$ cat config.mk
export PLATFORM = sky130hd
export DESIGN_NAME = tl_bus_arbiter_flat
export DESIGN_NICKNAME = d
export VERILOG_FILES = /design/src/rtl/tl_bus_arbiter_pkg.sv /design/src/rtl/tl_bus_arbiter_if.sv /design/src/rtl/tl_bus_arbiter_rr_pick.sv /design/src/rtl/tl_bus_arbiter.sv /design/src/flat_wrapper.sv
export SDC_FILE = /design/constraint.sdc
export NUM_CORES = 1
export LEC_CHECK = 0
export BUFFER_PORTS_ARGS = -buffer_cell sky130_fd_sc_hd__clkbuf_2
export CORE_ASPECT_RATIO = 0.75
export CORE_MARGIN = 3
export CORE_UTILIZATION = 53
export DETAILED_ROUTE_END_ITERATION = 6
export PLACE_DENSITY_LB_ADDON = 0.15
export SLEW_MARGIN = 0
export SYNTH_ARGS = -nofsm -noshare
export SYNTH_HDL_FRONTEND = slang
export SYNTH_SLANG_ARGS = --single-unit
$ cat constraint.sdc
create_clock -name clock -period 2.3 [get_ports clock]
set_input_delay 0.46 -clock clock [delete_from_list [all_inputs] [get_ports clock]]
set_output_delay 0.46 -clock clock [all_outputs]
set_load 0.02 [all_outputs]
$ cat src/rtl/tl_bus_arbiter_pkg.sv
// Shared definitions for the two-port TileLink-UL A/D arbiter.
package tl_bus_arbiter_pkg;

  typedef enum logic [1:0] {
    ST_IDLE   = 2'd0,
    ST_ARB    = 2'd1,
    ST_WAIT_D = 2'd2
  } arb_state_e;

  localparam logic [3:0] TL_OP_GET         = 4'd4;
  localparam logic [3:0] TL_OP_PUT_FULL    = 4'd0;
  localparam logic [3:0] TL_OP_PUT_PARTIAL = 4'd1;

  localparam logic SRC_ICACHE = 1'b0;
  localparam logic SRC_DCACHE = 1'b1;

  function automatic logic [1:0] onehot2(input logic idx);
    return idx ? 2'b10 : 2'b01;
  endfunction

endpackage

$ cat src/rtl/tl_bus_arbiter_if.sv
// A/D channel handshake bundle between the two requesters, the downstream bus and the arbiter.
interface tl_bus_arbiter_if;
  logic io_in_0_valid;
  logic io_in_1_valid;
  logic io_out_ready;
  logic io_choseOH_0;
  logic io_choseOH_1;
  logic io_d_valid;
  logic io_d_bits_source;
  logic io_d_ready;
  logic io_d_0_valid;
  logic io_d_1_valid;
  logic io_d_0_ready;
  logic io_d_1_ready;
  logic io_busy;
  logic io_src_err;
  logic io_timeout;

  // slave = the arbiter itself; master = the surrounding requesters/bus
  modport slave (
    input  io_in_0_valid, io_in_1_valid, io_out_ready,
    input  io_d_valid, io_d_bits_source, io_d_0_ready, io_d_1_ready,
    output io_choseOH_0, io_choseOH_1, io_d_ready, io_d_0_valid, io_d_1_valid,
    output io_busy, io_src_err, io_timeout
  );

  modport master (
    output io_in_0_valid, io_in_1_valid, io_out_ready,
    output io_d_valid, io_d_bits_source, io_d_0_ready, io_d_1_ready,
    input  io_choseOH_0, io_choseOH_1, io_d_ready, io_d_0_valid, io_d_1_valid,
    input  io_busy, io_src_err, io_timeout
  );
endinterface

$ cat src/rtl/tl_bus_arbiter_rr_pick.sv
// Combinational 2-way round-robin picker; ptr selects the winner only on contention.
module tl_rr_pick (
  input  logic [1:0] valid,
  input  logic       ptr,
  output logic [1:0] grant,
  output logic       any
);

  always_comb begin
    grant = valid;
    if (valid == 2'b11) begin
      grant = ptr ? 2'b10 : 2'b01;
    end
  end

  assign any = |valid;

endmodule

$ cat src/rtl/tl_bus_arbiter.sv
// Two-requester A/D sequencer: one transaction in flight, registered mux select, D routing,
// source-mismatch flag and WAIT_D watchdog.
//
//  state     | meaning
//  ST_IDLE   | no owner; arbitrate pending requests
//  ST_ARB    | owner's A beat offered on the bus (choseOH = onehot(owner))
//  ST_WAIT_D | A beat accepted; waiting for the D response, watchdog running
module tl_bus_arbiter
  import tl_bus_arbiter_pkg::*;
#(
  parameter int unsigned TIMEOUT_CYCLES = 1024,
  parameter int unsigned CNT_W          = 11
) (
  input logic           clock,
  input logic           reset,
  tl_bus_arbiter_if.slave bus
);

  localparam logic             WDOG_EN   = (TIMEOUT_CYCLES != 0);
  localparam logic [CNT_W-1:0] WDOG_LOAD = CNT_W'(TIMEOUT_CYCLES - 1);

  arb_state_e       state_q, state_d;
  logic             owner_q, owner_d;
  logic             rr_ptr_q, rr_ptr_d;
  logic [CNT_W-1:0] wdog_q, wdog_d;
  logic [1:0]       chose_q, chose_d;

  logic [1:0] pick_grant;
  logic       pick_any;
  logic       owner_valid, owner_d_ready, a_fire, d_fire;
  logic       d_ready, d_0_valid, d_1_valid, src_err, timeout;

  tl_rr_pick u_pick (
    .valid ({bus.io_in_1_valid, bus.io_in_0_valid}),
    .ptr   (rr_ptr_q),
    .grant (pick_grant),
    .any   (pick_any)
  );

  assign owner_valid   = owner_q ? bus.io_in_1_valid : bus.io_in_0_valid;
  assign owner_d_ready = owner_q ? bus.io_d_1_ready  : bus.io_d_0_ready;
  assign a_fire        = owner_valid & bus.io_out_ready;
  assign d_fire        = bus.io_d_valid & owner_d_ready;

  // Watchdog is a down-counter loaded at A fire; terminal count 0 is the last allowed cycle.
  always_comb begin
    state_d   = state_q;
    owner_d   = owner_q;
    rr_ptr_d  = rr_ptr_q;
    wdog_d    = wdog_q;
    d_ready   = 1'b0;
    d_0_valid = 1'b0;
    d_1_valid = 1'b0;
    src_err   = 1'b0;
    timeout   = 1'b0;
    unique case (state_q)
      ST_IDLE: begin
        if (pick_any) begin
          state_d = ST_ARB;
          owner_d = pick_grant[1];
        end
      end
      ST_ARB: begin
        if (a_fire) begin
          state_d  = ST_WAIT_D;
          rr_ptr_d = ~owner_q;
          wdog_d   = WDOG_LOAD;
        end
      end
      ST_WAIT_D: begin
        d_ready   = owner_d_ready;
        d_0_valid = bus.io_d_valid & ~owner_q;
        d_1_valid = bus.io_d_valid &  owner_q;
        if (d_fire) begin
          state_d = ST_IDLE;
          src_err = (bus.io_d_bits_source != owner_q);
        end else if (WDOG_EN && (wdog_q == '0)) begin
          state_d = ST_IDLE;
          timeout = 1'b1;
        end else begin
          wdog_d = wdog_q - 1'b1;
        end
      end
      default: state_d = ST_IDLE;
    endcase
    chose_d = (state_d == ST_ARB) ? onehot2(owner_d) : 2'b00;
  end

  always_ff @(posedge clock or negedge reset) begin
    if (!reset) begin
      state_q  <= ST_IDLE;
      owner_q  <= 1'b0;
      rr_ptr_q <= 1'b0;
      wdog_q   <= '0;
      chose_q  <= 2'b00;
    end else begin
      state_q  <= state_d;
      owner_q  <= owner_d;
      rr_ptr_q <= rr_ptr_d;
      wdog_q   <= wdog_d;
      chose_q  <= chose_d;
    end
  end

  assign bus.io_choseOH_0 = chose_q[0];
  assign bus.io_choseOH_1 = chose_q[1];
  assign bus.io_d_ready   = d_ready;
  assign bus.io_d_0_valid = d_0_valid;
  assign bus.io_d_1_valid = d_1_valid;
  assign bus.io_busy      = (state_q != ST_IDLE);
  assign bus.io_src_err   = src_err;
  assign bus.io_timeout   = timeout;

endmodule

$ cat src/flat_wrapper.sv
// flat-port wrapper written by rule: the top's interface ports become plain ports
module tl_bus_arbiter_flat import tl_bus_arbiter_pkg::*;
#(
  parameter int unsigned TIMEOUT_CYCLES = 1024,
  parameter int unsigned CNT_W          = 11
)
  (clock, reset, bus_io_in_0_valid, bus_io_in_1_valid, bus_io_out_ready, bus_io_d_valid, bus_io_d_bits_source, bus_io_d_0_ready, bus_io_d_1_ready, bus_io_choseOH_0, bus_io_choseOH_1, bus_io_d_ready, bus_io_d_0_valid, bus_io_d_1_valid, bus_io_busy, bus_io_src_err, bus_io_timeout);
  tl_bus_arbiter_if bus_i ();
  input logic clock;
  input logic reset;
  input wire logic [$bits(bus_i.io_in_0_valid)-1:0] bus_io_in_0_valid;
  input wire logic [$bits(bus_i.io_in_1_valid)-1:0] bus_io_in_1_valid;
  input wire logic [$bits(bus_i.io_out_ready)-1:0] bus_io_out_ready;
  input wire logic [$bits(bus_i.io_d_valid)-1:0] bus_io_d_valid;
  input wire logic [$bits(bus_i.io_d_bits_source)-1:0] bus_io_d_bits_source;
  input wire logic [$bits(bus_i.io_d_0_ready)-1:0] bus_io_d_0_ready;
  input wire logic [$bits(bus_i.io_d_1_ready)-1:0] bus_io_d_1_ready;
  output wire logic [$bits(bus_i.io_choseOH_0)-1:0] bus_io_choseOH_0;
  output wire logic [$bits(bus_i.io_choseOH_1)-1:0] bus_io_choseOH_1;
  output wire logic [$bits(bus_i.io_d_ready)-1:0] bus_io_d_ready;
  output wire logic [$bits(bus_i.io_d_0_valid)-1:0] bus_io_d_0_valid;
  output wire logic [$bits(bus_i.io_d_1_valid)-1:0] bus_io_d_1_valid;
  output wire logic [$bits(bus_i.io_busy)-1:0] bus_io_busy;
  output wire logic [$bits(bus_i.io_src_err)-1:0] bus_io_src_err;
  output wire logic [$bits(bus_i.io_timeout)-1:0] bus_io_timeout;
  assign bus_i.io_in_0_valid = bus_io_in_0_valid;
  assign bus_i.io_in_1_valid = bus_io_in_1_valid;
  assign bus_i.io_out_ready = bus_io_out_ready;
  assign bus_i.io_d_valid = bus_io_d_valid;
  assign bus_i.io_d_bits_source = bus_io_d_bits_source;
  assign bus_i.io_d_0_ready = bus_io_d_0_ready;
  assign bus_i.io_d_1_ready = bus_io_d_1_ready;
  assign bus_io_choseOH_0 = bus_i.io_choseOH_0;
  assign bus_io_choseOH_1 = bus_i.io_choseOH_1;
  assign bus_io_d_ready = bus_i.io_d_ready;
  assign bus_io_d_0_valid = bus_i.io_d_0_valid;
  assign bus_io_d_1_valid = bus_i.io_d_1_valid;
  assign bus_io_busy = bus_i.io_busy;
  assign bus_io_src_err = bus_i.io_src_err;
  assign bus_io_timeout = bus_i.io_timeout;
  tl_bus_arbiter #(.TIMEOUT_CYCLES(TIMEOUT_CYCLES), .CNT_W(CNT_W)) u_core (.clock(clock), .reset(reset), .bus(bus_i));
endmodule
# After elaboration in Yosys (flattened, before gate mapping)
# Index checks and enable logic that the tools add are counted.
# W data, S select, Z words.
# totals
register_bits	17
out_inout_bits	8
# op_classes
n_addsub	1
n_eq_ne	8
mux	25
n_bitwise	5
reduce_logical	7
# op_table
cell	count
$mux W11	3
$pmux W11 S2	1
$mux W2	8
$mux W1	12
$logic_not A11 Y1	1
$sub A11 B1 Y11 const B	1
$pmux W2 S3	1
$and A1 B1 Y1	4
$eq A2 B1 Y1 const B	2
$eq A2 B2 Y1 const B	2
$ne A2 B2 Y1 const B	2
$reduce_and A4 Y1	1
$reduce_bool A2 Y1	2
$logic_not A2 Y1	1
$ne A2 B1 Y1 const B	1
$reduce_and A2 Y1	1
$reduce_or A2 Y1	1
$ne A1 B1 Y1	1
$not A1 Y1	1

# Depth between registers and ports, before layout
# Gate-level depths: netlist of the first run.
# logic_depth
word_depth	6
ltp_mapped	7

# Hierarchy
# Synthesis of the first run repeated with hierarchy kept, for this count alone.
# hier_totals
hier_cells	102
area_unflattened_um2	972.2
# modules_own_cells
mod	instances	cells_per_inst	area_each_um2	seq_area_each_um2
tl_bus_arbiter	1	98	947.2	425.4
tl_rr_pick	1	4	25.0	0.0

# Worst setup path after synthesis of the first run
# OpenSTA, ideal clock, no wires.
# synth_timing
kind	register -> output
start	register u_core.wdog_q[0]
end	output bus_io_timeout
arrival_time_ns	1.354
required_time_ns	1.840
slack_ns	0.486
path_stages_with_launch	6
cell_sequence	dfrtp_1 > inv_1 > ha_1 > nor4b_2 > nand4_1 > nor2_1
# synth_via
elab_chain_cells	4
# synth_lines
element	line_no	rtl
from (decl)	tl_bus_arbiter.sv:25	logic [CNT_W-1:0] wdog_q, wdog_d;
from (signal assigned)	tl_bus_arbiter.sv:100	wdog_q <= wdog_d;
$logic_not A11 Y1	tl_bus_arbiter.sv:77	end else if (WDOG_EN && (wdog_q == '0)) begin
$mux W1	tl_bus_arbiter.sv:77	
$mux W1	tl_bus_arbiter.sv:74	if (d_fire) begin
$mux W1	tl_bus_arbiter.sv:56	unique case (state_q)
to (decl)	flat_wrapper.sv:25	output wire logic [$bits(bus_i.io_timeout)-1:0] bus_io_timeout;
# No other way between the ends.

# Worst setup path in the final report of the first run
# Same ends and word-level chain as after synthesis.

==> summary.txt, run 1 <==
Global route
  – Antenna violations before repair: 0
  – Vias in the first global route: 650
  – First-pass GRT wire length: 3.00 mm
  – GR Overflow Total: 0
  – Most Used Layer, Global Route: met1
  – Met1 usage: 27.5%
  – Global routing usage on met3: 7.83%
  – Pin count of the biggest net entering global routing: 18
  – Met2 Usage GRT: 23.9%
  – Total global-route track usage: 19.0%

STA
  – Final setup TNS: 0 ns
  – Worst slew pin tran: a little under 0.5 ns
  – Final hold viol count: 0
  – Relative slew slack: 67.5%
  – Worst hold slack: approximately 0.075 ns
  – Max-slew violations: 0
  – Worst Setup Slack, final: between 0.1 and 0.15 ns
  – Worst Skew: 0.00768 ns
  – Tmin final: ~2.2 ns
  – Setup violations, final: 0
  – Final period utilization: 95.5%
  – Achievable clock frequency: 455 MHz

Die
  – Die ar.: 2300 um2
  – Core Footprint: roughly 1600 um2
  – FP Rows: 12
  – Die H: 42.3 um
  – IO Pins: 17
  – Die W: 54.4 um
  – Initial Utilization: 59.5%

Clocking
  – Worst-path clk slew: 0.10 ns
  – CTS sink cnt: 17
  – CTS max path bufs: 2
  – Root Driver: clkbuf_4
  – H-Tree Depth: 1
  – Hold_buf cts: 0
  – Cts bufs inserted: 3
  – TritonCTS clock tree: built
  – Worst-Skew Late Latency: 0.30 ns

Power
  – Clock Power Share: 18.2%
  – P_sw: 346 uW
  – Power density cells: 846 nW/um2
  – Sequential Power Share: 48.0%
  – Combinational share of power: between 30% and 40%
  – Peak VDD IR: 536 uV
  – Switching share of power: a little under two fifths
  – Int Power: about 560 uW
  – Leakage: 0.515 nW

Cells and area
  – Storage cell area: 427 um2
  – N_diodes: 0
  – NumNets Final: 126
  – Fill count: 134
  – Most frequent cells in the layout: clkbuf_2 (16), dfrtp_1 (16), nor2_1 (10)
  – Layout area overhead: 15.2%
  – Area of the multi-input gates: roughly 470 um2
  – Layout cells sized above 1: 23.5%

Drt
  – Final wirelength: 2.00 mm
  – Initial DRT Pass Iterations: 4
  – DRC: 0
  – Detailed-route via count: 795
  – Vias per Instance: around 5.8
  – Routed length per instance: 14.7 um
  – Initial drt markers: 21
  – ANT nets after route: 0

Worst setup path
  – Worst r2r src: u_core.wdog_q[0]
  – Crit-path max FO: 5
  – Critical Path AT: 1.74 ns
  – Worst Path Required: about 1.8 ns
  – Worst Path Class, Setup: register to output pin
  – Crit Reg-Reg Endpoint: u_core.wdog_q[4]
  – CP startpoint kind: register
  – CP Capture Type: output pin
  – Reg2Reg Depth: 7
  – Setup crit end: bus_io_timeout
  – Flop-to-flop setup slack: 0.21 ns
  – Worst Setup SP: u_core.wdog_q[0]

Synth
  – YS warnings: 0
  – Area share of the largest cell type after synthesis: 45.8%
  – Top cells by area, synth: dfrtp_1 (46%), mux2i_1 (6.5%), nor2_1 (4.0%)
  – Number of distinct library cells after synthesis: 32
  – Area leader, netlist: dfrtp_1
  – Syn nets: approximately 110
  – Cell area after synthesis: 930 um2
  – Gate Count Post-Synth: 96
  – FF+latch count, synth: 17
  – Post-synthesis sequential area ratio: 45.8%
  – Syn Area/Cell: 9.68 um2

Hold path
  – Hold Crit Class: primary input to async pin

Flow run
  – Max-Cap Viols: 0

Placement
  – I/O Buffers: 16
  – Hpwl dp: 1.38 mm
  – Setup WS pre-CTS: 0.247 ns
  – Final Wtd Congestion: 0.788

Outcome
  – Outcome: finished, final reports clean
per-stage QoR:
step | instances | utilization (%) | cell area, um2 | power [mW]
after global placement | 131 | 65.4 | 1020 | 0.725
after global routing | 136 | 68.6 | 1070 | 0.977
after floorplan | 96 | - | 930 | 0.658
after detailed placement | 131 | 65.4 | 1020 | 0.739
final | 136 | 68.6 | 1070 | 0.907
after CTS | 135 | 67.3 | 1050 | 0.907
worst min path at each step:
stage                from                end  slack (ns)
floorplan           reset  u_core.chose_q[0]        0.16
global placement    reset   u_core.wdog_q[7]        0.41
detailed placement  reset   u_core.wdog_q[4]        0.41
CTS                 reset  u_core.wdog_q[10]        0.07
global route        reset  u_core.wdog_q[10]        0.07
finish              reset  u_core.wdog_q[10]        0.07
kinds of logic after synthesis:
family / after synthesis / share of synthesized area [%]
AO/OA/AOI/OAI: 15 / 9.96
adder cells (fa/ha/maj): 1 / 1.35
buffers and inverters: 8 / 4.84
flip-flops: 17 / 45.8
multiplexers: 7 / 7.94
AND/OR/NAND/NOR: 48 / 30.1
power groups by stage:
stage	clock network (mW)	registers [mW]	logic (mW)
after floorplan	0	0.427	0.231
after CTS	0.173	0.430	0.304
final	0.165	0.435	0.307
after global routing	0.191	0.446	0.340
after detailed placement	0	0.435	0.304
after global placement	0	0.431	0.294
cell type report:
| type | instances | share of cell area, % |
|---|---|---|
| flip-flops and latches | 17 | 39.8 |
| clock inverters | 1 | 0.701 |
| repair buffers | 19 | 9.58 |
| clock buffers | 3 | 2.10 |
| inverters | 4 | 1.40 |
| multi-input cells | 71 | 43.9 |
| well taps | 21 | 2.45 |
registers in the layout (all words and copies together), names as in the netlist:
register,cells
u_core.chose_q,2
u_core.wdog_q,11
u_core.rr_ptr_q,1
u_core.owner_q,1
u_core.state_q,2
what timing repair did:
action,in CTS,in global routing
resized for setup,0,3
setup buffers,0,1
endpoints found under the setup margin,0,2
critical path, stage by stage, from the launching register on:
cell,delay (ns)
dfrtp_1,0.44
inv_1,0.07
ha_1,0.19
nor4b_4,0.27
nand4_1,0.15
nor2_1,0.13
clkbuf_2,0.18
cell usage after synthesis:
library cell	number
or3b_1	1
a31oi_1	5
mux2i_1	6
nor2b_1	2
nand4_1	2
and3b_1	1
o21ai_1	4
nor4b_2	1
and2b_1	1
buf_6	2
nor3b_1	1
or4b_1	1
nand2_1	6
nand2b_1	1
nand4b_1	1
a211oi_1	1
nor3_1	5
and2_1	2
o2111a_1	1
inv_1	4
nand3b_1	2
nor2_1	10
o21a_1	1
mux2i_2	1
dfrtp_1	17
nand3_1	3
and4_1	2
ha_1	1
a21oi_1	3
and3_1	4
nor4_1	2
clkbuf_1	2
per-layer routing:
layer	vias to the layer above	wire (um)
li1	387	-
met1	382	965
met2	22	865
met3	4	129
met4	0	36
met5	-	0
(Power assumes the default switching activity.)
==> run 2: changes to the inputs <==
--- a/config.mk
+++ b/config.mk
@@ -6,9 +6,11 @@
 export NUM_CORES = 1
 export LEC_CHECK = 0
 export BUFFER_PORTS_ARGS = -buffer_cell sky130_fd_sc_hd__clkbuf_2
+export CELL_PAD_IN_SITES_DETAIL_PLACEMENT = 1
+export CELL_PAD_IN_SITES_GLOBAL_PLACEMENT = 2
 export CORE_ASPECT_RATIO = 0.75
 export CORE_MARGIN = 3
-export CORE_UTILIZATION = 53
+export CORE_UTILIZATION = 33
 export DETAILED_ROUTE_END_ITERATION = 6
 export PLACE_DENSITY_LB_ADDON = 0.15
 export SLEW_MARGIN = 0
==> run 2 against run 1 <==
- worst setup slack better by 0.10 ns
- sequential cell count unchanged
- clock skew down 0.0039 ns
- hold slack better by 0.067 ns
- non-clock buffer count up 3
- maximum frequency up 4.9%
- register-to-register slack better by 0.19 ns
- first-iteration DRC count up 38%
- critical path type unchanged
- sequential power down 4%
- die area up 52%
- total power up 8.3%
- clock-buffer cell count unchanged
==> summary.txt, run 2 (synthesis gave the netlist of run 1 again) <==
STA
  – Worst hold slack: 0.141 ns (+0.0667 ns)
  – Worst slew pin tran: 0.451 ns (-0.0356 ns)
  – Worst Skew: 0.00379 ns (-0.00389 ns)
  – Final hold viol count: 0 (unchanged)
  – Achievable clock frequency: 478 MHz (+4.9%)
  – Setup violations, final: 0 (unchanged)
  – Final setup TNS: 0 ns (unchanged)
  – Final period utilization: 91.0% (-4.5 points)
  – RSZ-0062 raised after global routing: false
  – Tmin final: 2.09 ns (-0.103 ns)
  – Max-slew violations: 0 (unchanged)
  – Relative slew slack: 70.0% (+2.5 points)

Cells and area
  – Storage cell area: 425 um2 (-0.29%)
  – NumNets Final: 129 (+2.4%)
  – Layout area overhead: 21.3%
  – Top flop regs: u_core.wdog_q: 11 flops, u_core.chose_q: 2 flops, u_core.state_q: 2 flops
  – Flip-flop count of the largest register after layout: 11 (unchanged)
  – Most frequent cells in the layout: dfrtp_1 (17), clkbuf_2 (16), nor2_1 (10)
  – Area of the multi-input gates: 468 um2 (-0.53%)
  – N_diodes: 0 (unchanged)
  – Layout cells sized above 1: 23.7% (+0.25 points)
  – Fill count: 346 (+160%)
  – Biggest register: u_core.wdog_q
  – Most common cell after layout, fill and taps aside: dfrtp_1

Worst setup path
  – Worst Path Class, Setup: register to output pin
  – Critical Path AT: 1.63 ns (-0.11 ns)
  – Worst Path Required: 1.84 ns (about the same)
  – Worst path buffer plus inverter count: 2 (unchanged)
  – Worst Setup SP: u_core.wdog_q[0]
  – Worst r2r src: u_core.wdog_q[0]
  – Flop-to-flop setup slack: 0.40 ns (+0.19 ns)
  – CP startpoint kind: register
  – Delay of the slowest cell on the worst path: 0.43 ns (about the same)
  – Setup crit end: bus_io_timeout
  – Reg2Reg Depth: 7 (unchanged)
  – Crit-path max FO: 5 (unchanged)
  – Crit Reg-Reg Endpoint: u_core.wdog_q[8]
  – CP max-delay cell: dfrtp_1
  – Worst-path cell chain: inv_1, ha_1, nor4b_4, nand4_1, nor2_1, clkbuf_2
  – CP delay by family, top: simple AND/OR/NAND/NOR gates
  – Instance count on the critical path: 6 (unchanged)
  – CP Capture Type: output pin

Die
  – Die W: 67.3 um (+24%)
  – FP Rows: 16 (+4)
  – Die H: 52.0 um (+23%)
  – Die ar.: 3500 um2 (+52%)
  – IO Pins: 17 (unchanged)
  – Core Footprint: 2640 um2 (+69%)
  – Initial Utilization: 35.2% (-24 points)

Global route
  – Antenna violations before repair: 0 (unchanged)
  – Total global-route track usage: 15.2% (-3.8 points)
  – GR Overflow Total: 0 (unchanged)
  – First-pass GRT wire length: 3.93 mm (+31%)
  – Vias in the first global route: 811 (+25%)
  – Pin count of the biggest net entering global routing: 18 (unchanged)

Placement
  – Final Wtd Congestion: 0.784 (-0.56%)
  – Hpwl dp: 1.69 mm (+23%)
  – I/O Buffers: 16 (unchanged)

Power
  – Switching share of power: 36.3% (-1.8 points)
  – Sequential Power Share: 42.6% (-5.4 points)
  – Leakage: 0.538 nW (+4.4%)
  – Combinational share of power: 34.4% (+0.6 points)
  – Peak VDD IR: 356 uV (-34%)
  – Clock Power Share: 23.0% (+4.8 points)
  – Power density cells: 871 nW/um2 (+2.9%)
  – P_sw: 357 uW (+3.2%)
  – Int Power: 625 uW (+11%)

Clocking
  – CTS sink cnt: 17 (unchanged)
  – H-Tree Depth: 1 (unchanged)
  – Hold_buf cts: 0 (unchanged)
  – Root Driver: clkbuf_8
  – TritonCTS clock tree: built
  – Cts bufs inserted: 3 (unchanged)
  – CTS max path bufs: 2 (unchanged)
  – Worst-path clk slew: 0.07 ns (-0.03 ns)
  – Worst-Skew Late Latency: 0.25 ns (-0.05 ns)

Drt
  – Routed length per instance: 14.2 um (-3.5%)
  – ANT nets after route: 0 (unchanged)
  – Detailed-route via count: 797 (+0.25%)
  – DRC: 0 (unchanged)
  – Initial drt markers: 29 (+38%)
  – Initial DRT Pass Iterations: 4 (unchanged)
  – Vias per Instance: 5.18 (-11%)
  – Final wirelength: 2.18 mm (+9.3%)

Flow run
  – Max-Cap Viols: 0 (unchanged)

Hold path
  – Hold Crit Class: primary input to async pin

Outcome
  – Outcome: finished, final reports clean
run 2: changes by cell type in the layout (fill, tap and decap cells not counted), sizes merged:
cell	change
buf	+3
run 2: worst min-delay path by stage:
stage           from                 to  slack (ns)  cells after the start
2_1_floorplan  reset  u_core.chose_q[0]        0.16                      0
3_3_place_gp   reset   u_core.wdog_q[4]        0.43                      1
3_5_place_dp   reset   u_core.wdog_q[0]        0.43                      1
4_1_cts        reset   u_core.wdog_q[7]        0.15                      1
5_1_grt        reset  u_core.wdog_q[10]        0.16                      1
6_report       reset  u_core.wdog_q[10]        0.14                      1
run 2: cell type report:
cell class              instances  share of cell area, %
multi-input cells              71                   41.5
flip-flops and latches         17                   37.7
repair buffers                 22                   11.1
well taps                      36                   4.00
clock buffers                   3                   3.66
inverters                       4                   1.33
clock inverters                 1                  0.666
run 2: per-layer routing:
metal  global-route usage [%]  up-vias  wire [um]
li1                         -      395          -
met1                     20.7      392       1110
met5                        0        -          0
met2                     23.3        8        999
met4                     4.04        0         14
met3                     4.54        2         59
run 2: stage by stage:
stage | std cells | utilization, % | setup WS [ns] | total power, mW | cell area (um2)
final | 154 | 42.7 | 0.207 | 0.982 | 1130
after CTS | 152 | 41.8 | 0.0403 | 0.996 | 1100
after global routing | 154 | 42.7 | 0.0410 | 1.07 | 1130
after global placement | 148 | 39.9 | 0.410 | 0.751 | 1050
after floorplan | 96 | - | 0.486 | 0.658 | 930
after detailed placement | 148 | 39.9 | 0.329 | 0.761 | 1050
run 2: repair_timing:
item                       CTS  global route
setup endpoints to repair    0             1
resized for setup            0             1
setup buffers                0             2
run 2: power by group through the flow:
stage	registers [mW]	clock network (mW)	logic (mW)
2_1_floorplan	0.427	0	0.231
3_5_place_dp	0.422	0	0.339
5_1_grt	0.430	0.256	0.382
6_report	0.418	0.226	0.337
3_3_place_gp	0.421	0	0.330
4_1_cts	0.418	0.237	0.341
==> run 3: changes to the inputs <==
--- a/config.mk
+++ b/config.mk
@@ -10,9 +10,10 @@
 export CELL_PAD_IN_SITES_GLOBAL_PLACEMENT = 2
 export CORE_ASPECT_RATIO = 0.75
 export CORE_MARGIN = 3
-export CORE_UTILIZATION = 33
+export CORE_UTILIZATION = 35
+export CTS_BUF_LIST = sky130_fd_sc_hd__clkbuf_8
 export DETAILED_ROUTE_END_ITERATION = 6
-export PLACE_DENSITY_LB_ADDON = 0.15
+export PLACE_DENSITY = 0.85
 export SLEW_MARGIN = 0
 export SYNTH_ARGS = -nofsm -noshare
 export SYNTH_HDL_FRONTEND = slang
==> run 3 against run 2 <==
- maximum frequency down 2.1%
- wire length decreased by 1.7%
- clock power fell by 2%
- critical path type unchanged
- largest cell class unchanged
- highest routed layer unchanged
==> summary.txt, run 3 (synthesis gave the netlist of run 1 again) <==
Outcome
  – Outcome: finished, final reports clean

Clocking
  – Worst-Skew Late Latency: 0.25 ns (about the same)
  – CTS sink cnt: 17 (unchanged)
  – CTS max path bufs: 2 (unchanged)
  – Root Driver: clkbuf_8
  – H-Tree Depth: 1 (unchanged)
  – Cts bufs inserted: 3 (unchanged)
  – TritonCTS clock tree: built
  – Worst-path clk slew: 0.06 ns (about the same)
  – Setup Buffers After CTS: 0 (unchanged)

Cells and area
  – Fill count: 301 (-13%)
  – Most frequent cells in the layout: dfrtp_1 (17), clkbuf_2 (16), nor2_1 (10)
  – Biggest register: u_core.wdog_q
  – NumNets Final: 125 (-3.1%)
  – Layout Utilization: 45.5% (+2.8 points)
  – Area of the multi-input gates: 468 um2 (unchanged)
  – Top flop regs: u_core.wdog_q: 11 flops, u_core.chose_q: 2 flops, u_core.state_q: 2 flops
  – N_diodes: 0 (unchanged)
  – Most common cell after layout, fill and taps aside: dfrtp_1
  – Storage cell area: 425 um2 (unchanged)
  – Flip-flop count of the largest register after layout: 11 (unchanged)
  – Layout cells sized above 1: 21.1% (-2.7 points)
  – Layout area overhead: 17.5%
  – Post-route cell area: 1090 um2 (-3.1%)

Power
  – Power density cells: 882 nW/um2 (+1.2%)
  – Int Power: 613 uW (-2.0%)
  – Clock Power Share: 23.0% (about the same)
  – P_sw: 351 uW (-1.8%)
  – Switching share of power: 36.4% (+0.052 points)
  – Leakage: 0.522 nW (-3.0%)
  – Combinational share of power: 32.1% (-2.3 points)
  – Peak VDD IR: 389 uV (+9.2%)
  – Tot Pwr: 963 uW (-1.9%)
  – Sequential Power Share: 44.9% (+2.3 points)

Placement
  – Area after DPL: 1040 um2 (-1.7%)
  – Hpwl dp: 1.69 mm (-0.48%)
  – I/O Buffers: 16 (unchanged)
  – Setup WS pre-CTS: 0.256 ns (-0.0732 ns)
  – Final Wtd Congestion: 0.735 (-6.2%)

Drt
  – Initial drt markers: 16 (-45%)
  – Wire length on met3: 86 um (+46%)
  – Vias per Instance: 5.31 (+2.6%)
  – Met1 Wirelength: 1.13 mm (+2.1%)
  – Met2 routed WL: 881 um (-12%)
  – ANT nets after route: 0 (unchanged)
  – DR top layer: met4
  – Routed length per instance: 14.5 um (+2.2%)
  – Initial DRT Pass Iterations: 4 (unchanged)
  – DRC: 0 (unchanged)
  – Detailed-route via count: 786 (-1.4%)
  – Final wirelength: 2.15 mm (-1.7%)

STA
  – Worst slew pin tran: 0.451 ns (+0.000419 ns)
  – Setup violations, final: 0 (unchanged)
  – Worst Skew: 0.00106 ns (-0.00273 ns)
  – Final period utilization: 92.9% (+1.9 points)
  – Relative slew slack: 69.8% (-0.11 points)
  – Achievable clock frequency: 468 MHz (-2.1%)
  – Max-slew violations: 0 (unchanged)
  – Final setup TNS: 0 ns (unchanged)
  – RSZ-0062 raised after global routing: false
  – Worst Setup Slack, final: 0.163 ns (-0.0439 ns)
  – Tmin final: 2.14 ns (+0.0439 ns)
  – Final hold viol count: 0 (unchanged)

Die
  – Die W: 65.5 um (-2.6%)
  – Core Footprint: 2400 um2 (-9.1%)
  – Initial Utilization: 38.7% (+3.5 points)
  – IO Pins: 17 (unchanged)
  – FP Rows: 15 (-1)
  – Die ar.: 3320 um2 (-5.1%)
  – Die H: 50.6 um (-2.6%)

Hold path
  – Hold Crit Class: primary input to async pin

Global route
  – GR Overflow Total: 0 (unchanged)
  – Vias in the first global route: 790 (-2.6%)
  – Antenna violations before repair: 0 (unchanged)
  – Pin count of the biggest net entering global routing: 18 (unchanged)
  – Total global-route track usage: 15.3% (+0.14 points)
  – First-pass GRT wire length: 3.78 mm (-3.7%)

Flow run
  – Max-Cap Viols: 0 (unchanged)

Worst setup path
  – Crit-path max FO: 5 (unchanged)
  – Worst Path Required: 1.84 ns (about the same)
  – Worst Path Class, Setup: register to output pin
  – CP startpoint kind: register
  – Critical Path AT: 1.68 ns (+0.05 ns)
  – CP Capture Type: output pin
run 3: worst paths after layout:
kind | startpoint | to | slack (ns) | cells past startpoint
worst min register to register | u_core.rr_ptr_q | u_core.rr_ptr_q | 0.50 | 2
worst max-delay path | u_core.wdog_q[0] | bus_io_timeout | 0.16 | 6
max in group asynchronous | reset | u_core.wdog_q[5] | 1.87 | 1
worst max register to register | u_core.wdog_q[0] | u_core.wdog_q[6] | 0.35 | 6
min in group clock | u_core.rr_ptr_q | u_core.rr_ptr_q | 0.50 | 2
worst min-delay path | reset | u_core.owner_q | 0.13 | 1
run 3: timing repair:
item / 4_1_cts / 5_1_grt
setup endpoints to repair: 0 / 1
gates resized for setup: 0 / 1
hold buffers: 0 / 0
run 3: per-stage QoR:
| stage | cells | hold slack [ns] |
|---|---|---|
| 2_1_floorplan | 96 | 0.164 |
| 3_5_place_dp | 144 | 0.424 |
| 5_1_grt | 148 | 0.161 |
| 4_1_cts | 148 | 0.148 |
| 3_3_place_gp | 144 | 0.422 |
| 6_report | 148 | 0.132 |
run 3: final cells by class:
class,instances,area share (%)
clock buffer,3,3.78
tap,34,3.89
multi-input combinational,71,42.8
sequential,17,38.9
inverter,4,1.37
timing repair buffer,18,8.71
clock inverter,1,0.458
run 3: metal layers:
| metal | GRT usage (%) | vias up |
|---|---|---|
| met5 | 0 | - |
| met4 | 6.21 | 0 |
| met3 | 4.25 | 5 |
| met2 | 21.2 | 13 |
| met1 | 22.2 | 383 |
| li1 | - | 385 |
run 3: critical path, cell delays in order (launching register included):
cell and delay, ns:
dfrtp_1 0.42, inv_1 0.08, ha_1 0.20, nor4b_4 0.28
nand4_1 0.16, nor2_1 0.11, clkbuf_2 0.18
run 3: power groups by stage:
stage               Combinational (mW)  Clock [mW]  Sequential, mW
floorplan                        0.231           0           0.427
global placement                 0.301           0           0.434
detailed placement               0.312           0           0.438
CTS                              0.313       0.231           0.433
global route                     0.346       0.246           0.449
finish                           0.309       0.221           0.433
